`config.mk`:
```
export PLATFORM = sky130hd
export DESIGN_NAME = writeback_arbiter
export DESIGN_NICKNAME = d
export VERILOG_FILES = /design/src/rtl/cpu_pkg.sv /design/src/rtl/wb_skid_slot.sv /design/src/rtl/writeback_arbiter.sv
export SDC_FILE = /design/constraint.sdc
export NUM_CORES = 1
export LEC_CHECK = 0
export ABC_AREA = 1
export BUFFER_PORTS_ARGS = -buffer_cell sky130_fd_sc_hd__buf_4
export CORE_AREA = 2 2 112 114
export DETAILED_ROUTE_END_ITERATION = 8
export DIE_AREA = 0 0 114 116
export PLACE_DENSITY = 0.75
export SYNTH_ARGS = -nofsm -noshare
export SYNTH_HDL_FRONTEND = slang
export SYNTH_HIERARCHICAL = 1
export SYNTH_SLANG_ARGS = --single-unit
export TNS_END_PERCENT = 30
```
`constraint.sdc`:
```
create_clock -name clk -period 1.65 [get_ports clk]
set_input_delay 0 -clock clk [delete_from_list [all_inputs] [get_ports clk]]
set_output_delay 0 -clock clk [all_outputs]
set_load 0.005 [all_outputs]
```
`src/rtl/cpu_pkg.sv`:
```
// rtl/cpu_pkg.sv - shared integer-pipe widths and the writeback request type
package cpu_pkg;

  localparam int XLEN       = 32;
  localparam int REG_ADDR_W = 5;

  typedef struct packed {
    logic [REG_ADDR_W-1:0] rd;
    logic [XLEN-1:0]       data;
  } wb_req_t;

endpackage

```
`src/rtl/wb_skid_slot.sv`:
```
// rtl/wb_skid_slot.sv - one-entry holding register for a writeback source
// A load on the same edge as a drain keeps the slot full with the new entry.
module wb_skid_slot #(
  parameter type req_t = cpu_pkg::wb_req_t
) (
  input  logic clk,
  input  logic rst,
  input  logic load_i,
  input  logic drain_i,
  input  req_t req_i,
  output logic full_o,
  output req_t req_o
);

  logic full_q, full_d;
  req_t req_q, req_d;

  always_comb begin
    full_d = full_q;
    req_d  = req_q;
    if (load_i) begin
      full_d = 1'b1;
      req_d  = req_i;
    end else if (drain_i) begin
      full_d = 1'b0;
    end
  end

  always_ff @(posedge clk or posedge rst) begin
    if (rst) begin
      full_q <= 1'b0;
      req_q  <= '0;
    end else begin
      full_q <= full_d;
      req_q  <= req_d;
    end
  end

  assign full_o = full_q;
  assign req_o  = req_q;

endmodule

```
`src/rtl/writeback_arbiter.sv`:
```
// rtl/writeback_arbiter.sv - merges ALU (A) and load/mul-div (B) results onto the regfile write port
// Fixed priority to A, oldest-first on a shared rd, and a starvation guard for B.
module writeback_arbiter #(
  parameter int XLEN         = cpu_pkg::XLEN,
  parameter int REG_ADDR_W   = cpu_pkg::REG_ADDR_W,
  parameter int STARVE_LIMIT = 4
) (
  input  logic                  clk,
  input  logic                  rst,
  input  logic                  a_valid,
  output logic                  a_ready,
  input  logic [REG_ADDR_W-1:0] a_rd,
  input  logic [XLEN-1:0]       a_data,
  input  logic                  b_valid,
  output logic                  b_ready,
  input  logic [REG_ADDR_W-1:0] b_rd,
  input  logic [XLEN-1:0]       b_data,
  output logic                  wb_we,
  output logic [REG_ADDR_W-1:0] wb_rd,
  output logic [XLEN-1:0]       wb_data,
  output logic                  wb_idle
);

  localparam int            CW    = $clog2(STARVE_LIMIT + 1);
  localparam logic [CW-1:0] LIMIT = CW'(STARVE_LIMIT);

  typedef struct packed {
    logic [REG_ADDR_W-1:0] rd;
    logic [XLEN-1:0]       data;
  } req_t;

  req_t a_q, b_q;
  logic a_full, b_full;
  logic grant_a, grant_b;
  logic a_load, b_load;
  logic a_full_nx, b_full_nx;
  logic age_q, age_d;  // 1: B holds the older entry
  logic [CW-1:0] starve_q, starve_d;
  logic                  wb_we_q, wb_we_d;
  logic [REG_ADDR_W-1:0] wb_rd_q, wb_rd_d;
  logic [XLEN-1:0]       wb_data_q, wb_data_d;

  wb_skid_slot #(.req_t(req_t)) u_slot_a (
    .clk     (clk),
    .rst     (rst),
    .load_i  (a_load),
    .drain_i (grant_a),
    .req_i   ('{rd: a_rd, data: a_data}),
    .full_o  (a_full),
    .req_o   (a_q)
  );

  wb_skid_slot #(.req_t(req_t)) u_slot_b (
    .clk     (clk),
    .rst     (rst),
    .load_i  (b_load),
    .drain_i (grant_b),
    .req_i   ('{rd: b_rd, data: b_data}),
    .full_o  (b_full),
    .req_o   (b_q)
  );

  always_comb begin
    grant_a = 1'b0;
    grant_b = 1'b0;
    if (a_full && b_full) begin
      if (a_q.rd == b_q.rd) grant_b = age_q;
      else                  grant_b = (starve_q == LIMIT);
      grant_a = !grant_b;
    end else begin
      grant_a = a_full;
      grant_b = b_full;
    end
  end

  assign a_ready = !rst && (!a_full || grant_a);
  assign b_ready = !rst && (!b_full || grant_b);

  // rd 0 is handshaken but never stored, so x0 is never written
  assign a_load = a_valid && a_ready && (a_rd != '0);
  assign b_load = b_valid && b_ready && (b_rd != '0);

  always_comb begin
    a_full_nx = a_load || (a_full && !grant_a);
    b_full_nx = b_load || (b_full && !grant_b);

    // A freshly loaded entry is always the younger one; a same-edge tie makes B older
    age_d = 1'b0;
    if (a_full_nx && b_full_nx) begin
      if (a_load)      age_d = 1'b1;
      else if (b_load) age_d = 1'b0;
      else             age_d = age_q;
    end

    starve_d = '0;
    if (b_full && !grant_b)
      starve_d = (starve_q == LIMIT) ? LIMIT : starve_q + CW'(1);

    wb_we_d   = grant_a || grant_b;
    wb_rd_d   = wb_rd_q;
    wb_data_d = wb_data_q;
    if (grant_b) begin
      wb_rd_d   = b_q.rd;
      wb_data_d = b_q.data;
    end else if (grant_a) begin
      wb_rd_d   = a_q.rd;
      wb_data_d = a_q.data;
    end
  end

  always_ff @(posedge clk or posedge rst) begin
    if (rst) begin
      age_q     <= 1'b0;
      starve_q  <= '0;
      wb_we_q   <= 1'b0;
      wb_rd_q   <= '0;
      wb_data_q <= '0;
    end else begin
      age_q     <= age_d;
      starve_q  <= starve_d;
      wb_we_q   <= wb_we_d;
      wb_rd_q   <= wb_rd_d;
      wb_data_q <= wb_data_d;
    end
  end

  assign wb_we   = wb_we_q;
  assign wb_rd   = wb_rd_q;
  assign wb_data = wb_data_q;
  assign wb_idle = !a_full && !b_full && !wb_we_q;

endmodule
```
==> results_dict.tcl <==
set metrics [dict create \
    status "finished, violations left" \
    violations "negative setup slack" \
    syn_nets 720 \
    netlist_area_sq_mm 0.00530 \
    port_buffers 118 \
    startpoint_type "flip-flop" \
    relSlewSlack_pct 67.7 \
    first_pass_iters 7 \
    overflow 0 \
    regToRegSetupSlack_ns -0.20 \
    drive_above_1_share_pct 26.9 \
    avgViaCountPerCell 5.24 \
    slowest_stage "dfrtp_1" \
    hold_class "primary input to flip-flop" \
    r2r-start "u_slot_a/req_o[36]$_DFFE_PP0P_" \
    grt_pass1_wl_um 25100 \
    dieArea_sq_mm 0.0132 \
    critical-path-max-stage-delay_ns 0.43 \
    power.share.clock_pct 28.1 \
    vias 5345 \
    layout.nets 941 \
    core_sq_mm 0.0119 \
    area_growth_pct 51.2 \
    clock.fmax_ghz 0.540 \
    root_buffer "clkbuf_16" \
    die_w_um 114 \
    hold_depth 6 \
    ir_drop_v 0.000863 \
    worst-setup-path-type "flip-flop to flip-flop" \
    grt_usage_pct 24.8 \
    endpoint_kind "flip-flop" \
    place_inst 903 \
    sw_frac_of_total_pct 35.1 \
    seq_area_frac_synth_pct 55.8 \
    first_global_vias 5352 \
    drv_slew 0 \
    cp_data_arrival_time_ns 2.15 \
    grt_start_max_net_pins 41 \
    leakagePower_nw 4.17 \
    crit_family "simple AND/OR/NAND/NOR gates" \
    hpwl_um 9760 \
    rows 40 \
    synthCells 640 \
    setup_viol 98 \
    clk_latency_ns 0.42 \
    ys_seq_elements 118 \
    dpl_cell_area_sq_mm 0.00639 \
    initial_utilization_pct 44.5 \
    yosys_warnings 6 \
    diodes 0 \
    antenna_found_initial 0 \
    hold_viol 0 \
    drc 0 \
    die_h_um 116 \
    htreeDepth 4 \
    routed_wl_um 17000 \
    fin_crit_ns 1.85 \
    ant_nets 0 \
    rsz0062_at_grt "yes" \
    pin_count 119 \
    worstPathCellList "xnor2_2 > nand4_1 > nand3_4 > nand4_1 > inv_2 > inv_4 > clkbuf_16 > nand2_1 > nand2_1" \
    yosysUniqueCellTypes 20 \
    combPwrFrac_pct 35.8 \
    hp-start "b_valid" \
    power.switching_mw 4.50 \
    final.period_utilization_pct 112 \
    layout_setup_ws_ns -0.200 \
    cts_buffers 17 \
    seq_power_share_pct 36.1 \
    stdcell_count 1021 \
    worst-path-buf-inv 3 \
    critPathMaxFanout 12 \
    power.internal_mw 8.33 \
    cts_tree "done" \
    drt_iter0_drc 489 \
    multi_input_comb_area_sq_mm 0.00210 \
    worst_pin_slew_ns 0.483 \
    place_ws_ns -0.105 \
    p_per_area_mw_per_mm2 1600 \
    required_ns 1.95 \
    worst-r2r-cell-count 9 \
    timing.rr.end "u_slot_a/req_o[35]$_DFFE_PP0P_" \
    wl_per_cell_um 16.7 \
    synth.avg_cell_area_sq_um 8.28 \
    fill_cells 870 \
    clkSlewWorstSetupHoldPaths_ns 0.05 \
    clk_path_buf_depth 2 \
    skew_ns 0.0111 \
    max_cap_viol_count 0 \
    min_to "age_q$_DFFE_PP0P_" \
    cts.sinks 118 \
    place.gp.congestion 0.859 \
    layout.area.seq_sq_mm 0.00295 \
    fin_area_sq_mm 0.00801 \
]
-- registers in the layout (all words and copies together) (netlist names) --
| signal | count |
|---|---|
| wb_rd | 5 |
| u_slot_b/full_o | 1 |
| wb_data | 32 |
| u_slot_a/full_o | 1 |
| u_slot_a/req_o | 37 |
| wb_we | 1 |
| starve_q | 3 |
| u_slot_b/req_o | 37 |
| age_q | 1 |
-- cell families (layout without fill, tap and decap cells) --
| kind of cell | Yosys count | count (layout) | synth area share [%] |
|---|---|---|---|
| buf+inv | 60 | 294 | 7.06 |
| simple gates | 453 | 453 | 35.9 |
| fa+ha+maj | 2 | 2 | 0.472 |
| flops | 118 | 118 | 55.8 |
| xor+xnor | 2 | 2 | 0.331 |
| compound gates | 5 | 5 | 0.472 |
-- routing by layer --
layer | track usage, % | up-vias | part of all wire [%]
li1 | - | 2426 | -
met1 | 28.4 | 2507 | 39
met2 | 43.1 | 339 | 49
met3 | 6.28 | 73 | 8.0
met4 | 12.8 | 0 | 3.9
met5 | 0 | - | 0
-- final cells by class --
type,count,area share (%)
flip-flops and latches,118,36.9
multi-input cells,462,26.2
repair buffers,237,26.1
clock buffers,23,5.97
well taps,147,2.30
inverters,25,1.31
clock inverters,9,1.25
-- cell usage in the layout, fill, tap and decap left out --
| cell | n |
|---|---|
| nand2_1 | 332 |
| xnor2_1 | 1 |
| buf_12 | 5 |
| clkinv_2 | 5 |
| nand3_4 | 1 |
| buf_4 | 144 |
| nand3_2 | 2 |
| nor2_2 | 1 |
| xnor2_2 | 1 |
| nand4_1 | 3 |
| buf_8 | 1 |
| bufinv_16 | 2 |
| clkinvlp_4 | 3 |
| inv_4 | 3 |
| clkbuf_16 | 18 |
| o21ai_0 | 4 |
| inv_1 | 13 |
| buf_2 | 1 |
| nor2_4 | 4 |
| dlygate4sd3_1 | 76 |
| ha_1 | 2 |
| a21oi_1 | 1 |
| buf_6 | 9 |
| dfrtp_1 | 118 |
| inv_2 | 8 |
| nand2_4 | 4 |
| nor2_1 | 10 |
| clkbuf_1 | 3 |
| clkbuf_8 | 3 |
| nor3_1 | 2 |
| nand2_2 | 20 |
| nand3b_1 | 34 |
| nand3_1 | 40 |
-- per-stage QoR --
step	power, mW	setup TNS [ns]	hold WS [ns]	utilization, %
global placement	8.36	-1.31	0.0549	53.7
detailed placement	8.56	-3.75	0.0697	53.7
floorplan	6.81	-1.39	0.00433	-
finish	12.8	-9.70	0.181	67.2
global route	13.5	-20.52	0.189	67.2
CTS	12.5	-6.66	0.139	66.1
-- synthesized netlist by cell type, drive strengths merged --
| cell | n | area [sq um] |
|---|---|---|
| nand2 | 356 | 1340 |
| nand4 | 3 | 18.8 |
| dfrtp | 118 | 2950 |
| nor3 | 2 | 10.0 |
| ha | 2 | 25.0 |
| inv | 25 | 93.8 |
| nand3b | 34 | 255 |
| o21ai | 4 | 20.0 |
| nand3 | 43 | 220 |
| clkbuf | 13 | 48.8 |
| buf | 22 | 231 |
| xnor2 | 2 | 17.5 |
| nor2 | 15 | 61.3 |
| a21oi | 1 | 5.00 |
-- worst min-delay path, stage by stage --
cell	delay (ns)
buf_4	0.11
o21ai_0	0.10
buf_4	0.16
o21ai_0	0.08
nand2_1	0.07
nor2_1	0.04
-- power by group through the flow --
stage | sequential (mW) | combinational, mW | clock (mW)
2_1_floorplan | 4.46 | 2.35 | 0
4_1_cts | 4.58 | 4.26 | 3.61
6_report | 4.63 | 4.60 | 3.60
5_1_grt | 4.73 | 5.01 | 3.74
3_3_place_gp | 4.57 | 3.79 | 0
3_5_place_dp | 4.60 | 3.95 | 0
-- what timing repair did --
action	CTS	global route
setup buffers	4	4
hold buffers	76	0
pin swaps	8	8
gates resized for setup	24	35
setup endpoints to repair	81	116
cloned	1	2
endpoints found under the hold margin	152	0
-- how the worst max path moves through the flow --
| stage | from | end | slack [ns] | depth (start not counted) |
|---|---|---|---|---|
| finish | u_slot_a/req_o[36]$_DFFE_PP0P_ | u_slot_a/req_o[35]$_DFFE_PP0P_ | -0.20 | 9 |
| floorplan | u_slot_b/req_o[32]$_DFFE_PP0P_ | u_slot_a/req_o[32]$_DFFE_PP0P_ | -0.05 | 15 |
| detailed placement | u_slot_a/req_o[36]$_DFFE_PP0P_ | u_slot_b/req_o[26]$_DFFE_PP0P_ | -0.11 | 9 |
| global placement | u_slot_b/req_o[36]$_DFFE_PP0P_ | u_slot_b/req_o[24]$_DFFE_PP0P_ | -0.04 | 9 |
| CTS | u_slot_a/req_o[34]$_DFFE_PP0P_ | u_slot_b/req_o[12]$_DFFE_PP0P_ | -0.11 | 12 |
| global route | u_slot_b/req_o[35]$_DFFE_PP0P_ | u_slot_a/req_o[35]$_DFFE_PP0P_ | -0.30 | 12 |
Power figures use the tool's default switching activity.
